[src/rtl/tiny_cpu_uart_loader.sv]
// UART program loader for the 16-byte tiny CPU: receives a framed image, writes it
// through the CPU load port and releases the CPU only after the checksum matches.
module tiny_cpu_uart_loader #(
  parameter int unsigned CLKS_PER_BIT = 16,
  parameter logic [7:0]  HEADER       = 8'hA5
) (
  input  logic       clk,
  input  logic       rst_n,
  input  logic       rx,
  output logic       prog_we,
  output logic [3:0] prog_addr,
  output logic [7:0] prog_data,
  output logic       cpu_rst_n,
  output logic       busy,
  output logic       done,
  output logic       err
);

  localparam int unsigned CNT_W = (CLKS_PER_BIT > 1) ? $clog2(CLKS_PER_BIT) : 1;
  localparam int unsigned HALF  = CLKS_PER_BIT / 2;
  localparam logic [CNT_W-1:0] CNT_HALF = CNT_W'(HALF - 1);
  localparam logic [CNT_W-1:0] CNT_LAST = CNT_W'(CLKS_PER_BIT - 1);

  typedef enum logic [1:0] {R_IDLE, R_START, R_DATA, R_STOP} rx_state_e;
  typedef enum logic [1:0] {IDLE, COUNT, DATA, CHECK} fr_state_e;

  rx_state_e        rx_state_q, rx_state_d;
  fr_state_e        fr_state_q, fr_state_d;
  logic             rx_meta_q, rx_sync_q;
  logic [CNT_W-1:0] cnt_q, cnt_d;
  logic [2:0]       bit_q, bit_d;
  logic [7:0]       shreg_q, shreg_d;
  logic             byte_valid_q, byte_valid_d;
  logic             frame_err_q, frame_err_d;
  logic [3:0]       index_q, index_d;
  logic [7:0]       sum_q, sum_d;
  logic [4:0]       remaining_q, remaining_d;
  logic             prog_we_d, cpu_rst_n_d, busy_d, done_d, err_d;
  logic [3:0]       prog_addr_d;
  logic [7:0]       prog_data_d;
  logic             count_ok_c, fr_error_c;

  // State and output registers; synchronous active-low reset
  always_ff @(posedge clk) begin
    if (!rst_n) begin
      rx_meta_q    <= 1'b1;
      rx_sync_q    <= 1'b1;
      rx_state_q   <= R_IDLE;
      fr_state_q   <= IDLE;
      cnt_q        <= '0;
      bit_q        <= '0;
      shreg_q      <= '0;
      byte_valid_q <= 1'b0;
      frame_err_q  <= 1'b0;
      index_q      <= '0;
      sum_q        <= '0;
      remaining_q  <= '0;
      prog_we      <= 1'b0;
      prog_addr    <= '0;
      prog_data    <= '0;
      cpu_rst_n    <= 1'b0;
      busy         <= 1'b0;
      done         <= 1'b0;
      err          <= 1'b0;
    end else begin
      rx_meta_q    <= rx;
      rx_sync_q    <= rx_meta_q;
      rx_state_q   <= rx_state_d;
      fr_state_q   <= fr_state_d;
      cnt_q        <= cnt_d;
      bit_q        <= bit_d;
      shreg_q      <= shreg_d;
      byte_valid_q <= byte_valid_d;
      frame_err_q  <= frame_err_d;
      index_q      <= index_d;
      sum_q        <= sum_d;
      remaining_q  <= remaining_d;
      prog_we      <= prog_we_d;
      prog_addr    <= prog_addr_d;
      prog_data    <= prog_data_d;
      cpu_rst_n    <= cpu_rst_n_d;
      busy         <= busy_d;
      done         <= done_d;
      err          <= err_d;
    end
  end

  // RX next state
  always_comb begin
    rx_state_d = rx_state_q;
    case (rx_state_q)
      R_IDLE:  if (!rx_sync_q) rx_state_d = R_START;
      R_START: if (cnt_q == CNT_HALF) rx_state_d = rx_sync_q ? R_IDLE : R_DATA;
      R_DATA:  if (cnt_q == CNT_LAST && bit_q == 3'd7) rx_state_d = R_STOP;
      R_STOP:  if (cnt_q == CNT_LAST) rx_state_d = R_IDLE;
      default: rx_state_d = R_IDLE;
    endcase
  end

  // RX datapath: bit timing, LSB-first shift, stop-bit outcome
  always_comb begin
    cnt_d        = cnt_q + CNT_W'(1);
    bit_d        = bit_q;
    shreg_d      = shreg_q;
    byte_valid_d = 1'b0;
    frame_err_d  = 1'b0;
    case (rx_state_q)
      R_IDLE: begin
        cnt_d = '0;
        bit_d = '0;
      end
      R_START: if (cnt_q == CNT_HALF) cnt_d = '0;
      R_DATA: if (cnt_q == CNT_LAST) begin
        cnt_d   = '0;
        shreg_d = {rx_sync_q, shreg_q[7:1]};
        bit_d   = bit_q + 3'd1;
      end
      R_STOP: if (cnt_q == CNT_LAST) begin
        cnt_d        = '0;
        byte_valid_d = rx_sync_q;
        frame_err_d  = !rx_sync_q;
      end
      default: cnt_d = '0;
    endcase
  end

  assign count_ok_c = (shreg_q[4:0] != 5'd0) && (shreg_q[4:0] <= 5'd16);
  // Any abort condition for an in-progress frame
  assign fr_error_c = (fr_state_q != IDLE) &&
                      (frame_err_q ||
                       (byte_valid_q && fr_state_q == COUNT && !count_ok_c) ||
                       (byte_valid_q && fr_state_q == CHECK && shreg_q != sum_q));

  // Frame next state
  always_comb begin
    fr_state_d = fr_state_q;
    if (fr_error_c) begin
      fr_state_d = IDLE;
    end else if (byte_valid_q) begin
      case (fr_state_q)
        IDLE:    if (shreg_q == HEADER) fr_state_d = COUNT;
        COUNT:   fr_state_d = DATA;
        DATA:    if (remaining_q == 5'd1) fr_state_d = CHECK;
        CHECK:   fr_state_d = IDLE;
        default: fr_state_d = IDLE;
      endcase
    end
  end

  // Frame outputs and bookkeeping
  always_comb begin
    prog_we_d   = 1'b0;
    prog_addr_d = prog_addr;
    prog_data_d = prog_data;
    cpu_rst_n_d = cpu_rst_n;
    busy_d      = busy;
    done_d      = done;
    err_d       = err;
    index_d     = index_q;
    sum_d       = sum_q;
    remaining_d = remaining_q;
    if (fr_error_c) begin
      err_d       = 1'b1;
      busy_d      = 1'b0;
      cpu_rst_n_d = 1'b0;
    end else if (byte_valid_q) begin
      case (fr_state_q)
        IDLE: if (shreg_q == HEADER) begin
          busy_d      = 1'b1;
          cpu_rst_n_d = 1'b0;
          done_d      = 1'b0;
          err_d       = 1'b0;
          index_d     = '0;
          sum_d       = '0;
        end
        COUNT: remaining_d = shreg_q[4:0];
        DATA: begin
          prog_we_d   = 1'b1;
          prog_addr_d = index_q;
          prog_data_d = shreg_q;
          index_d     = index_q + 4'd1;
          sum_d       = sum_q + shreg_q;
          remaining_d = remaining_q - 5'd1;
        end
        CHECK: begin
          done_d      = 1'b1;
          busy_d      = 1'b0;
          cpu_rst_n_d = 1'b1;
        end
        default: ;
      endcase
    end
  end

endmodule

[config.mk]
export PLATFORM = sky130hd
export DESIGN_NAME = tiny_cpu_uart_loader
export DESIGN_NICKNAME = d
export VERILOG_FILES = /design/src/rtl/tiny_cpu_uart_loader.sv
export SDC_FILE = /design/constraint.sdc
export NUM_CORES = 1
export LEC_CHECK = 0
export ABC_AREA = 0
export BUFFER_PORTS_ARGS = -buffer_cell sky130_fd_sc_hd__buf_2
export CAP_MARGIN = 30
export CELL_PAD_IN_SITES_DETAIL_PLACEMENT = 2
export CELL_PAD_IN_SITES_GLOBAL_PLACEMENT = 2
export CORE_ASPECT_RATIO = 1.2
export CORE_MARGIN = 2
export CORE_UTILIZATION = 39
export CTS_BUF_LIST = sky130_fd_sc_hd__clkbuf_4 sky130_fd_sc_hd__clkbuf_8
export DETAILED_ROUTE_END_ITERATION = 10
export GPL_TIMING_DRIVEN = 0
export PLACE_DENSITY_LB_ADDON = 0.1
export SLEW_MARGIN = 10
export SYNTH_ARGS = -nofsm -noshare
export SYNTH_HDL_FRONTEND = slang
export SYNTH_SLANG_ARGS = --single-unit
[constraint.sdc]
create_clock -name clk -period 2.9 [get_ports clk]
set_input_delay 0 -clock clk [delete_from_list [all_inputs] [get_ports clk]]
set_output_delay 0 -clock clk [all_outputs]
set_load 0.01 [all_outputs]
* After elaboration in Yosys (flattened, before gate mapping)
Index checks and enable logic that the tools add are counted.
** Operators by class
- Multipliers :: 0
- Reduce and logical (&&, ||, !) cells :: 36
- Eq/ne operators :: 19
- Bitwise gates (word level) :: 3
- Shift operators :: 0
- Add/subtract/negate cells :: 5
- Divide/modulo/power cells :: 0
- Muxes and demuxes :: 27
- $lt $le $gt $ge :: 1
** Operators with widths (number)
- 3-bit AND reduction :: 6
- 2-bit case mux with 4 select lines :: 2
- 8-bit case mux with 2 select lines :: 1
- 2-bit nonzero test :: 8
- 2-bit two-way mux :: 7
- 2-bit != test, second input constant :: 7
- 4-bit two-way mux :: 3
- 4-bit case mux with 3 select lines :: 1
- 4-bit AND reduction :: 3
- 5-bit case mux with 2 select lines :: 1
- 4-bit by 1-bit adder with 4-bit output, second input constant :: 2
- 8-bit adder :: 1
- 2-bit equality test, second input constant :: 4
- 8-bit equality test, second input constant :: 1
- 8-bit two-way mux :: 1
- 8-bit != test :: 1
- 4-bit case mux with 2 select lines :: 1
- 1-bit logical AND :: 7
- 1-bit two-way mux :: 6
- 3-bit case mux with 2 select lines :: 1
- 5-bit by 1-bit equality test with 1-bit output, second input constant :: 1
- 5-bit <= comparator, second input constant :: 1
- 5-bit nonzero test :: 1
- 5-bit by 1-bit subtractor with 5-bit output, second input constant :: 1
- 14 further kinds :: 23
** Word-level totals
- Logic and storage cells :: 110
- Memories kept :: 0
- ROM bits :: 0
- Output and inout port bits :: 17
- Bits in registers :: 57
- Input port bits :: 3
- Latch bits :: 0
- Memory bits (writable) :: 0

* Longest topological paths before layout
- Depth after elaboration :: 9
- Depth in mapped cells :: 10
- Mapped depth without buffers :: 8

* Least setup slack after synthesis
Ideal clock, no wire load.
- Path kind :: reg2reg
- Start :: register shreg_q[3]
- End :: register sum_q[7]
- Setup slack :: 742 ps
- Clock period less this slack :: 2158 ps
- Setup time :: 120 ps
- Cell stages (with the launch flop) :: 8
- Path buffers :: 0
- Required time :: 2780 ps
- Arrival :: 2038 ps
- Cell sequence :: dfxtp_1 -> ha_1 -> and3_1 -> a2111oi_2 -> a21oi_1 -> xnor2_1 -> and3_1 -> o31a_1
** On the way
- Longest elaborated chain between the ends :: 9
- Elaborated cells between the ends (all ways) :: 16
- Classes of those cells :: add/sub: 1; order compare: 1; eq/ne: 3; mux: 1; bitwise: 1; reduce/logical: 9
** RTL lines
- from (decl) :: line 32 : logic [7:0] shreg_q, shreg_d;
- from (signal assigned) :: line 72 : shreg_q <= shreg_d;
- 5-bit <= comparator or 5-bit nonzero test (tied branches) :: line 127 : assign count_ok_c = (shreg_q[4:0] != 5'd0) && (shreg_q[4:0] <= 5'd16);
- 1-bit logical AND :: line 127
- 1-bit logical NOT :: line 131 : (byte_valid_q && fr_state_q == COUNT && !count_ok_c) ||
- 1-bit logical AND :: line 131
- 1-bit logical OR :: line 130 : (frame_err_q ||
- 1-bit logical OR :: line 131
- 1-bit logical AND :: line 129 : assign fr_error_c = (fr_state_q != IDLE) &&
- 1-bit NOT (no source line)
- 4-bit AND reduction (no source line)
- to (signal assigned) :: line 76 : sum_q <= sum_d;
- to (decl) :: line 36 : logic [7:0] sum_q, sum_d;
Parallel ways exist; a longest one is shown, timed or not.
A chain may end at the register's enable or synchronous reset.

* Worst setup path after layout
- Start :: register shreg_q[2]
- End :: register sum_q[7]
The elaborated chain is that of the path after synthesis.

==> out/qor.csv <==
metric,value,unit
Residual DRC,0,
CTS H-tree lvls,3,
WP data arrival,2.89,ns
clock root cell,clkbuf_8,
setup ws final,0.253,ns
vias in the first global route,2848,
fin util,0.456,
FF-to-FF setup slack,0.25,ns
top-area cell type share of the netlist area,0.390,
"FFs w/ async S/R, synth",0,
"Hold Violations, Final",0,
fin crit period,2.65,ns
Worst slew margin,0.569,
area delta synth->final,13.5,%
Final ANT Viol Nets,0,
GRT Total Usage,0.226,
Crit. End Element,flop,
drt initial violations,95,
"Avg Cell Area, Syn",8.95,um^2
Worst setup endpoint,sum_q[7],
start point of the critical path,shreg_q[2],
Die W,83.1,um
Worst EP required,3.14,ns
Synth Warn #,0,
WS Path Type,reg -> reg,
sequential power share,0.518,
cell-internal power,1.15,mW
VDD IR-drop max,0.249,mV
placed cell area,3130,um^2
Seq cells post-synth,57,
GRT overflow,0,
Setup WS pre-CTS,0.325,ns
RSZ-0062 raised after global routing,false,
vias,2514,
crit-path max cell delay,0.63,ns
sequential-to-total area share from yosys stat,0.390,
ranking of synthesized cells by area,"dfxtp_1 39%, ha_1 7.7%, mux2i_1 5.1%",
critical path's most frequent cell,and3_1,
Synth area leader,dfxtp_1,
Mapped Area,2930,um^2
wire length of the first global-routing pass,14600,um
CORE AREA,7270,um^2
worst-path cell chain,ha_1 -> and3_1 -> a2111oi_2 -> a21oi_1 -> xnor2_1 -> and3_1 -> o31a_1,
Post-synth top cells,"57 x dfxtp_1, 36 x nand2_1, 22 x nor2b_1",
input/output buffers,18,
"Distinct cells, synth",53,
die area,8210,um^2
Combinational Power Share,0.024,
Worst Hold Launch,rst_n,
share of layout cells above drive strength 1,0.130,
clock share of power,0.459,
CTS sink count,57,
P_leak,1.27,nW
die height,98.9,um
reg2reg start,shreg_q[2],
post-DR wirelength/cell,19.3,um
Pre-antenna DRT Iters,4,
clock skew,0.00477,ns
clock-pin slew on the worst setup and hold paths,0.07,ns
Crit Reg-Reg Endpoint,sum_q[7],
clock buffer depth,2,
most common cell in the netlist,dfxtp_1,
status,"finished, final reports clean",
Sum Neg Setup Slack,0,ns
R2R depth,7,
Sw Share,0.244,
Post-synth EDFFs,0,
Tcrit/Tclk final,0.913,
"Slew Viols, Final",0,
Gate Count Post-Synth,327,
Max Cap Viol,0,
Initial Util,0.402,
CP Max Fanout,7,
antenna cells,0,
initial antenna violation count,0,
io pins,20,
main flop type after synthesis,dfxtp_1,
Crit-path slowest cell,dfxtp_1,
cell row count,34,
Hold Path Class,in -> reg,
total CTS buffers,9,
CTS tree,yes,
Final setup viols,0,
Worst Max-Slew Pin Slew,0.646,ns
fin area,3320,um^2
detailed placement HPWL,6080,um
Via density,5.56,
Layout Nets,379,
clock latency on the worst-skew pair,0.35,ns
pwr dens,458,nW/um^2
routed wire length,8730,um
Sw Pwr,371,uW
Post-Syn Nets,349,
Worst setup SP type,flop,
largest net degree at the start of global routing,11,
fill count,811,
placer congestion estimate,0.753,
FMAX,0.378,GHz
## sequential cells by signal, summed over array words and instances (netlist names), 2 cells and up, named ones only
| register | cells |
|---|---|
| cnt_q | 4 |
| shreg_q | 8 |
| index_q | 4 |
| bit_q | 3 |
| prog_data | 8 |
| prog_addr | 4 |
| fr_state_q | 2 |
| sum_q | 8 |
| remaining_q | 5 |
## routing by layer
layer	share of wire	GRT usage
met5	0	0
met4	0.017	0.0681
met3	0.023	0.0452
met2	0.53	0.431
met1	0.43	0.252
## cell usage in the layout, fill, tap and decap left out, drive strengths merged, types with 5 or more instances in the layout
cell / instances
mux2i: 15
a21boi: 14
inv: 14
and3: 6
nor2: 16
nand3: 21
xnor2: 6
a22oi: 5
o21ai: 10
ha: 18
a21oi: 14
nand2: 36
buf: 23
clkbuf: 22
nor2b: 23
dfxtp: 57
nand2b: 5
## worst max-delay path: cells and delay by family (launching register included)
kind | cells | cell delay [ns]
AOI/OAI and AO/OA | 3 | 0.98
DFF | 1 | 0.63
adders and majority gates | 1 | 0.39
and+or+nand+nor | 2 | 0.38
xor gates and xnor gates | 1 | 0.16
## worst min path at each step
stage                           end  slack [ns]  cells past startpoint
after global placement    rx_meta_q        0.18                      2
after detailed placement  rx_meta_q        0.20                      2
after CTS                 rx_meta_q        0.01                      2
after floorplan           rx_meta_q        0.10                      1
after global routing      rx_sync_q        0.04                      2
final                     rx_meta_q        0.02                      2
## final cells by class
| class | count | area [um^2] | share of cell area |
|---|---|---|---|
| clock buffers | 11 | 151 | 0.0456 |
| flip-flops and latches | 57 | 1140 | 0.344 |
| inverters | 14 | 52.6 | 0.0158 |
| clock inverters | 5 | 30.0 | 0.00905 |
| multi-input cells | 240 | 1640 | 0.494 |
| well taps | 90 | 113 | 0.0339 |
| repair buffers | 19 | 100 | 0.0302 |
| plain buffers | 16 | 92.6 | 0.0279 |
## power groups by stage
stage	clock network (mW)	logic, mW	registers (mW)
2_1_floorplan	0	0.0227	0.804
5_1_grt	0.750	0.0392	0.787
3_5_place_dp	0	0.0354	0.805
6_report	0.698	0.0361	0.787
4_1_cts	0.711	0.0372	0.787
3_3_place_gp	0	0.0343	0.805
## through the flow
step                      hold slack (ns)  cells  total power, mW
final                              0.0179    452             1.52
after global placement              0.184    435            0.839
after floorplan                     0.101    327            0.827
after global routing               0.0442    452             1.58
after detailed placement            0.198    435            0.841
after CTS                          0.0141    452             1.54
## cell families after synthesis
| kind of cell | after synthesis | synth area share |
|---|---|---|
| buffers and inverters | 30 | 0.0496 |
| AOI/OAI and AO/OA | 67 | 0.160 |
| muxes | 17 | 0.0590 |
| DFF | 57 | 0.390 |
| adders and majority gates | 19 | 0.0838 |
| and+or+nand+nor | 129 | 0.234 |
| xor gates and xnor gates | 8 | 0.0240 |
## timing repair
action / in CTS / in global routing
hold buffers: 1 / 0
hold endpoints to repair: 1 / 0
setup buffers: 0 / 0
gates resized for setup: 0 / 0
No activity file was read; power rests on OpenSTA's default activity.
